==> src/rtl/vga_tile_reader.sv <==
// vga_tile_reader: 640x480@60 tile-map video read engine with RGB332 output and aligned syncs.
// Latency: rgb/hsync/vsync/blank are registered one pixel after the counter value; each tile fetch takes 3 CLK.
// No backpressure: this is a read-only master, and both memories answer on the CLK after each address.
// Optional feature macro: TILE_INVERT_EN (tile bit 17 inverts that tile's glyph row).
module vga_tile_reader #(
  parameter int unsigned TILE_COLS = 40,
  parameter int unsigned TILE_ROWS = 30,
  parameter logic [7:0]  BG_COLOUR = 8'h00
) (
  input  logic        CLK,
  input  logic        CLR,
  output logic [11:0] vid_addr,
  input  logic [17:0] vid_data,
  output logic [9:0]  glyph_addr,
  input  logic [17:0] glyph_data,
  output logic        hsync,
  output logic        vsync,
  output logic [7:0]  rgb,
  output logic        blank,
  output logic        frame_start
);

  localparam logic [9:0] H_ACTIVE = 10'(TILE_COLS * 16);
  localparam logic [9:0] V_ACTIVE = 10'(TILE_ROWS * 16);
  localparam logic [9:0] H_LAST   = 10'd799;
  localparam logic [9:0] V_LAST   = 10'd524;
  localparam logic [9:0] H_SYNC_S = 10'd656;
  localparam logic [9:0] H_SYNC_E = 10'd751;
  localparam logic [9:0] V_SYNC_S = 10'd490;
  localparam logic [9:0] V_SYNC_E = 10'd491;
  // Lookahead of 4 pixels: h values from 796 up wrap onto the start of the next line.
  localparam logic [9:0] H_WRAP_F = 10'd796;

  typedef enum logic [1:0] {S_IDLE, S_ADDR_T, S_ADDR_G, S_CAP} state_t;

  logic        r_pix_en;
  logic [9:0]  r_h_cnt;
  logic [9:0]  r_v_cnt;
  state_t      r_state;
  logic [11:0] r_vid_addr;
  logic [9:0]  r_glyph_addr;
  logic [3:0]  r_line_lo;
  logic [7:0]  r_tile_fg;
  logic [15:0] r_pend_pat;
  logic [7:0]  r_pend_col;
  logic [15:0] r_shift;
  logic [7:0]  r_fg;
  logic        r_hsync;
  logic        r_vsync;
  logic        r_blank;
  logic [7:0]  r_rgb;
`ifdef TILE_INVERT_EN
  logic        r_tile_inv;
`endif

  logic [9:0]  w_fetch_x;
  logic [9:0]  w_line;
  logic        w_fetch_slot;
  logic [4:0]  w_row;
  logic [5:0]  w_col;
  logic [11:0] w_tile_addr;
  logic        w_active;
  logic        w_load;
  logic [15:0] w_pat;
  logic [7:0]  w_fg;
  logic        w_unused;

  // Fetch lookahead position, target line and tile address (row*40 as two shifts).
  always_comb begin
    w_fetch_x    = (r_h_cnt >= H_WRAP_F) ? (r_h_cnt - H_WRAP_F) : (r_h_cnt + 10'd4);
    w_line       = r_v_cnt;
    if (r_h_cnt >= H_WRAP_F) begin
      w_line = (r_v_cnt == V_LAST) ? 10'd0 : (r_v_cnt + 10'd1);
    end
    w_fetch_slot = (w_fetch_x < H_ACTIVE) && (w_fetch_x[3:0] == 4'd0);
    w_row        = w_line[8:4];
    w_col        = w_fetch_x[9:4];
    w_tile_addr  = ({7'd0, w_row} << 5) + ({7'd0, w_row} << 3) + {6'd0, w_col};
  end

  // The pending tile is used directly on the load pixel so that rgb stays aligned with the syncs.
  always_comb begin
    w_active = (r_h_cnt < H_ACTIVE) && (r_v_cnt < V_ACTIVE);
    w_load   = (r_h_cnt[3:0] == 4'd0) && (r_h_cnt < H_ACTIVE);
    w_pat    = w_load ? r_pend_pat : r_shift;
    w_fg     = w_load ? r_pend_col : r_fg;
  end

  assign w_unused = ^{vid_data[17:14], glyph_data[17:16]};

  // Pixel-rate enable and the h/v raster counters.
  always_ff @(posedge CLK) begin
    if (CLR) begin
      r_pix_en <= 1'b0;
      r_h_cnt  <= '0;
      r_v_cnt  <= '0;
    end else begin
      r_pix_en <= ~r_pix_en;
      if (r_pix_en) begin
        if (r_h_cnt == H_LAST) begin
          r_h_cnt <= '0;
          r_v_cnt <= (r_v_cnt == V_LAST) ? 10'd0 : (r_v_cnt + 10'd1);
        end else begin
          r_h_cnt <= r_h_cnt + 10'd1;
        end
      end
    end
  end

  // Tile fetch FSM: tile word, then glyph row, then park the result in the pending registers.
  always_ff @(posedge CLK) begin
    if (CLR) begin
      r_state      <= S_IDLE;
      r_vid_addr   <= '0;
      r_glyph_addr <= '0;
      r_line_lo    <= '0;
      r_tile_fg    <= '0;
      r_pend_pat   <= '0;
      r_pend_col   <= '0;
`ifdef TILE_INVERT_EN
      r_tile_inv   <= 1'b0;
`endif
    end else begin
      case (r_state)
        S_IDLE: begin
          if (r_pix_en && w_fetch_slot) begin
            if (w_line < V_ACTIVE) begin
              r_vid_addr <= w_tile_addr;
              r_line_lo  <= w_line[3:0];
              r_state    <= S_ADDR_T;
            end else begin
              r_pend_pat <= '0;
            end
          end
        end
        S_ADDR_T: begin
          r_glyph_addr <= {vid_data[5:0], r_line_lo};
          r_tile_fg    <= vid_data[13:6];
`ifdef TILE_INVERT_EN
          r_tile_inv   <= vid_data[17];
`endif
          r_state      <= S_ADDR_G;
        end
        S_ADDR_G: begin
`ifdef TILE_INVERT_EN
          r_pend_pat <= r_tile_inv ? ~glyph_data[15:0] : glyph_data[15:0];
`else
          r_pend_pat <= glyph_data[15:0];
`endif
          r_pend_col <= r_tile_fg;
          r_state    <= S_CAP;
        end
        S_CAP:   r_state <= S_IDLE;
        default: r_state <= S_IDLE;
      endcase
    end
  end

  // Shift register plus the aligned output stage (rgb, hsync, vsync, blank) updated on pixel enables.
  always_ff @(posedge CLK) begin
    if (CLR) begin
      r_shift <= '0;
      r_fg    <= '0;
      r_hsync <= 1'b1;
      r_vsync <= 1'b1;
      r_blank <= 1'b1;
      r_rgb   <= BG_COLOUR;
    end else if (r_pix_en) begin
      if (w_load) begin
        r_shift <= {r_pend_pat[14:0], 1'b0};
        r_fg    <= r_pend_col;
      end else if (w_active) begin
        r_shift <= {r_shift[14:0], 1'b0};
      end
      r_hsync <= ~((r_h_cnt >= H_SYNC_S) && (r_h_cnt <= H_SYNC_E));
      r_vsync <= ~((r_v_cnt >= V_SYNC_S) && (r_v_cnt <= V_SYNC_E));
      r_blank <= ~w_active;
      r_rgb   <= (w_active && w_pat[15]) ? w_fg : BG_COLOUR;
    end
  end

  assign vid_addr    = r_vid_addr;
  assign glyph_addr  = r_glyph_addr;
  assign hsync       = r_hsync;
  assign vsync       = r_vsync;
  assign blank       = r_blank;
  assign rgb         = r_rgb;
  assign frame_start = r_pix_en && (r_h_cnt == 10'd0) && (r_v_cnt == 10'd0);

endmodule
==> config.mk <==
export PLATFORM = sky130hd
export DESIGN_NAME = vga_tile_reader
export DESIGN_NICKNAME = d
export VERILOG_FILES = /design/src/rtl/vga_tile_reader.sv
export SDC_FILE = /design/constraint.sdc
export NUM_CORES = 1
export LEC_CHECK = 0
export ABC_CLOCK_PERIOD_IN_PS = 4120
export CAP_MARGIN = 20
export CORE_MARGIN = 4
export CORE_UTILIZATION = 45
export CTS_CLUSTER_SIZE = 30
export DETAILED_ROUTE_END_ITERATION = 7
export HOLD_SLACK_MARGIN = 0.06
export PLACE_DENSITY = 0.72
export RECOVER_POWER = 25
export SYNTH_ARGS = -nofsm -noshare
export SYNTH_HDL_FRONTEND = slang
export SYNTH_SLANG_ARGS = --single-unit
==> constraint.sdc <==
create_clock -name CLK -period 4.12 [get_ports CLK]
set_input_delay 0.618 -clock CLK [delete_from_list [all_inputs] [get_ports CLK]]
set_output_delay 0.618 -clock CLK [all_outputs]
set_load 0.03 [all_outputs]
Word-level counts from Yosys, hierarchy flattened
Index checks and enable logic that the tools add are counted.
{ "op_classes": {"addsub": 6, "n_lt_le_gt_ge": 9, "eq_ne": 8, "mux": 15, "bitwise": 4, "n_reduce_logical": 21} }
{ "op_table": {"columns": ["op", "n"], "rows": [
  ["2-to-1 mux 16 bit", 5],
  ["2-to-1 mux 10 bit", 4],
  ["case mux 16 bit (2 select lines)", 1],
  ["adder 10 x 1 -> 10 bit, second input constant", 2],
  ["equality test 10 bit, second input constant", 2],
  [">= comparator 10 bit, second input constant", 2],
  ["zero test 10 bit", 2],
  ["less-than comparator 10 bit, second input constant", 2],
  ["less-than comparator 10 x 9 -> 1 bit, second input constant", 2],
  ["2-to-1 mux 8 bit", 2],
  ["adder 11 x 6 -> 12 bit", 1],
  ["adder 10 x 8 -> 11 bit", 1],
  ["adder 10 x 3 -> 10 bit, second input constant", 1],
  [">= comparator 10 x 9 -> 1 bit, second input constant", 1],
  ["<= comparator 10 bit, second input constant", 1],
  ["<= comparator 10 x 9 -> 1 bit, second input constant", 1],
  ["subtractor 10 bit, second input constant", 1],
  ["logical AND 1 bit", 9],
  ["zero test 4 bit", 2],
  ["case mux 2 bit (4 select lines)", 1],
  ["!= test 2 bit, second input constant", 3],
  ["AND reduction 2 bit", 3],
  ["AND reduction 3 bit", 2],
  ["equality test 2 bit, second input constant", 2],
  ["other kinds (5)", 10]
]} }
{ "totals": {"register_bits": 116} }

Logic depth before layout (Yosys ltp)
{ "depth": {"word_depth": 7, "ltp_mapped": 17, "depth_no_buf": 16} }

Worst setup path after synthesis
No wires, ideal clock.
{ "synth_timing": {"kind": "reg-to-reg", "from": "register r_v_cnt[5]", "to": "register r_vid_addr[9] (netlist: vid_addr[9])", "setup_time_ns": 0.086, "t_arrival_ns": 3.341, "setup_slack_ns": 0.694, "stages_incl_launch_ff": 16, "path_buffers": 1, "synth_period_minus_slack_ns": 3.426, "path_cell_list": "dfxtp_1 > buf_2 > nor4_1 > nand4_1 > and2_1 > o21ai_0 > o31ai_1 > mux2_2 > ha_1 > ha_1 > a21o_1 > a21o_1 > a21o_1 > a21oi_1 > xor2_1 > a211oi_1"} }
{ "synth_via": {"elab_chain_len": 5} }
{ "synth_lines": {"columns": ["item", "line_no", "text"], "rows": [
  ["start: declaration", "38", "logic [9:0] r_v_cnt;"],
  ["start signal: assignment", "102", "r_v_cnt <= (r_v_cnt == V_LAST) ? 10'd0 : (r_v_cnt + 10'd1);"],
  ["adder 10 x 1 -> 10 bit or equality test 10 bit (tied branches)", "73", "w_line = (r_v_cnt == V_LAST) ? 10'd0 : (r_v_cnt + 10'd1);"],
  ["2-to-1 mux 10 bit", "73", null],
  ["2-to-1 mux 10 bit *", "72", "if (r_h_cnt >= H_WRAP_F) begin"],
  ["adder 10 x 8 -> 11 bit or less-than comparator 10 x 9 -> 1 bit (tied branches)", "78, 127", null],
  ["adder 11 x 6 -> 12 bit or AND reduction 3 bit (tied branches)", null, null],
  ["end signal: assignment", "128", "r_vid_addr <= w_tile_addr;"],
  ["end: declaration", "40", "logic [11:0] r_vid_addr;"]
]} }
Every way passes the cells marked *; elsewhere a longest branch is shown, timed or not.
A chain may end at the register's enable or synchronous reset.

Worst setup path after layout
{ "layout_timing": {"from": "register r_h_cnt[4]", "to": "register r_vid_addr[9] (netlist: vid_addr[9])"} }
{ "layout_via": {"elab_chain_len": 6} }
{ "layout_lines": {"columns": ["item", "line_no", "text"], "rows": [
  ["start: declaration", "37", "logic [9:0] r_h_cnt;"],
  ["start signal: assignment", "104", "r_h_cnt <= r_h_cnt + 10'd1;"],
  ["branches (longest 6 deep; another with adder 11 x 6 -> 12 bit)", null, null]
]} }
Parallel ways; which one is timed is not known.

==> impl_metrics.py <==
metrics = {
    "clocking": {
        "cts.sinks": 114,
        "numCtsBuffers": 17,
        "clk_pin_slew_worst_paths_ns": 0.05,
        "clockBufferDepth": 2,
        "cts_root_buf": "clkbuf_16",
        "h-tree-depth": 4,
        "cts_tree": "done",
        "hold_buffers": 0,
        "postCtsSetupBuffers": 0,
        "clock_latency_ns": 0.42,
        "cts-resized-gates": 0,
    },
    "die": {
        "rows": 40,
        "die_y_microns": 119,
        "core_sq_um": 12100,
        "die_w_microns": 119,
        "top_level_ports": 72,
        "initial_core_util_pct": 46.2,
        "die_area_sq_um": 14300,
    },
    "worst_setup_path": {
        "path_buf_inv": 0,
        "crit_chain": "and3_1 -> nand2_1 -> nor2_1 -> a21o_1 -> nand2_1 -> mux2_2 -> ha_1 -> ha_1 -> a21o_1 -> a21o_1 -> a21o_1 -> a21oi_1 -> xor2_1 -> a211oi_1",
        "path_common_cell": "a21o_1",
        "cp.required_ns": 4.34,
        "critPathSlowestCell": "dfxtp_1",
        "start_kind": "flip-flop",
        "worstPathMaxFanout": 8,
        "path_delay_family": "compound AO/OA/AOI/OAI gates",
        "slowest_delay_ns": 0.46,
        "critPathArrivalTime_ns": 3.92,
        "worstSetupPathType": "reg2reg",
        "endpoint_kind": "flip-flop",
    },
    "detailed_routing": {
        "ant_nets": 0,
        "wl_met2_microns": 6410,
        "vias": 4767,
        "drt_first_pass_iters": 5,
        "m1WireLength_microns": 5790,
        "wl_met3_microns": 659,
        "route.detailed.drc": 0,
        "vias_per_cell": 5.40,
        "highest_layer": "met4",
        "totalWireLength_microns": 13100,
        "drtIter0Drc": 239,
        "wl_per_cell_microns": 14.9,
    },
    "synth": {
        "syn_nets": 712,
        "ys_types": 65,
        "synth-edff-count": 0,
        "synth_ff_type": "dfxtp_1",
        "syn_area_sq_um": 5590,
        "synth_area_leaders": "dfxtp_1, mux2i_1, nor2_1",
        "ys_async_sr_fraction_pct": 0,
        "synth_commonest_cells": "dfxtp_1, nor2_1, inv_1, a21oi_1, nand2_1",
        "avgSynthCellArea_sq_um": 8.54,
        "synthCells": 655,
        "yosys.area.top_type": "dfxtp_1",
        "yosys.cell_count.top_type": "dfxtp_1",
        "synth_top_area_share_pct": 40.8,
        "synth-seq-cells": 114,
        "synth_seq_area_share_pct": 40.8,
        "ys_warn_count": 0,
    },
    "outcome": {
        "violations": "capacitance limit, slew limit",
        "status": "complete, but fails checks",
    },
    "finish": {
        "antennaDiodeCount": 0,
        "syn2layout_area_growth_pct": 23.4,
        "drive_above_1_share_pct": 7.56,
        "final_nets": 758,
        "final_area_sq_um": 6900,
    },
    "timing": {
        "timing.setup.tns_ns": 0,
        "setup-violations-final": 0,
        "slew_violations": 79,
        "fmax_ghz": 0.270,
        "timing.final.hold_violations": 0,
        "period_share_pct": 89.8,
        "fin_skew_ns": 0.00896,
        "rsz0062_at_grt": "no",
        "relSlewSlack_pct": -8.96,
        "layout_min_cycle_time_ns": 3.70,
        "tightest_slew_ns": 1.63,
    },
    "placed_design": {
        "placed_area_sq_um": 6280,
        "gp_congestion": 0.893,
        "port-buffer-count": 64,
        "hpwlAfterDp_microns": 8990,
    },
    "global_route": {
        "overflow": 0,
        "grt_util_all_layers_pct": 19.1,
        "grt_antenna_before_repair": 0,
        "grt_max_degree": 79,
        "grt_pass1_vias": 4690,
        "grt_pass1_wl_microns": 22100,
    },
    "hold_path": {
        "holdCritPathClass": "reg2reg",
    },
    "power": {
        "total_leakage_power_nw": 2.61,
        "powerDensity_nw_per_um2": 401,
        "vdd_ir_drop_max_v": 0.000254,
    },
    "job": {
        "maxCapViolCount": 1,
    },
}
==> worst register-to-register path: stages (launching register included) <==
cell and delay [ns]:
dfxtp_1 0.46, and3_1 0.41, nand2_1 0.17, nor2_1 0.32, a21o_1 0.18, nand2_1 0.07, mux2_2 0.29, ha_1 0.33
ha_1 0.31, a21o_1 0.18, a21o_1 0.19, a21o_1 0.17, a21oi_1 0.16, xor2_1 0.17, a211oi_1 0.09
==> routing by layer <==
layer  GRT usage, %  vias to the layer above
met5              0                        -
met2           31.4                      119
met3           5.33                       25
met4           8.02                        0
met1           23.6                     2247
li1               -                     2376
==> cells by family (layout without fill, tap and decap cells) <==
group                    Yosys count  count (layout)  synth area share (%)
other                              1               1                0.0670
flip-flops                       114             114                  40.8
multiplexers                      40              40                  7.18
AND/OR/NAND/NOR                  217             217                  18.6
XOR/XNOR                          18              18                  2.82
AO/OA/AOI/OAI                    157             157                  19.5
buffers and inverters             89             148                  6.67
adder cells (fa/ha/maj)           19              19                  4.38
==> placed cells by master (no fill, tap or decap), drive strengths merged, types with 16 or more instances in the layout <==
| cell | synthesis | layout |
|---|---|---|
| clkdlybuf4s50 | 0 | 63 |
| o22ai | 16 | 16 |
| nand2 | 43 | 43 |
| o21ai | 20 | 20 |
| dfxtp | 114 | 114 |
| inv | 44 | 44 |
| a211oi | 29 | 29 |
| ha | 18 | 18 |
| mux2i | 39 | 39 |
| clkbuf | 27 | 28 |
| a21oi | 45 | 45 |
| nand3 | 18 | 18 |
| nor2 | 92 | 92 |
==> area by class of cell <==
| cell class | count | area, sq um |
|---|---|---|
| clock buffer | 24 | 512 |
| clock inverter | 8 | 98.8 |
| fill | 1097 | 5210 |
| inverter | 44 | 165 |
| multi-input combinational | 452 | 2930 |
| sequential | 114 | 2280 |
| tap | 168 | 210 |
| timing repair buffer | 72 | 699 |
==> report_power, final <==
| part | leakage, nW | internal, mW | switching (mW) |
|---|---|---|---|
| clock network | 0.298 | 0.982 | 0.500 |
| registers | 0.923 | 1.12 | 0.0126 |
| logic | 1.39 | 0.0624 | 0.0844 |
| total | 2.61 | 2.17 | 0.597 |
==> state kept, by name (all words and copies together), names as in the netlist, 4 cells and up <==
| signal | count |
|---|---|
| glyph_addr | 10 |
| r_fg | 8 |
| r_h_cnt | 10 |
| r_line_lo | 4 |
| r_pend_col | 8 |
| r_pend_pat | 16 |
| r_shift | 15 |
| r_tile_fg | 8 |
| r_v_cnt | 10 |
| rgb | 8 |
| vid_addr | 11 |
==> final timing paths <==
check / slack [ns] / cells past startpoint / startpoint / endpoint
worst min register to register: 0.45 / 2 / r_pend_pat[15]$_SDFFE_PP0P_ / r_pend_pat[15]$_SDFFE_PP0P_
worst max-delay path: 0.42 / 14 / r_h_cnt[4]$_SDFFE_PP0P_ / vid_addr[9]$_SDFFE_PP0P_
worst min-delay path: 0.45 / 2 / r_pend_pat[15]$_SDFFE_PP0P_ / r_pend_pat[15]$_SDFFE_PP0P_
worst max register to register: 0.42 / 14 / r_h_cnt[4]$_SDFFE_PP0P_ / vid_addr[9]$_SDFFE_PP0P_
==> per-stage QoR <==
step                instances  setup slack (ns)  power [mW]  hold WS (ns)  util, %
floorplan                 655             0.694        1.25         0.428        -
detailed placement        848             0.502        1.30         0.447     51.9
global route              882             0.144        2.87         0.471     57.0
CTS                       880             0.489        2.79         0.455     56.9
global placement          848             0.598        1.30         0.435     51.9
finish                    882             0.419        2.77         0.451     57.0
No activity file was read; power rests on OpenSTA's default activity.
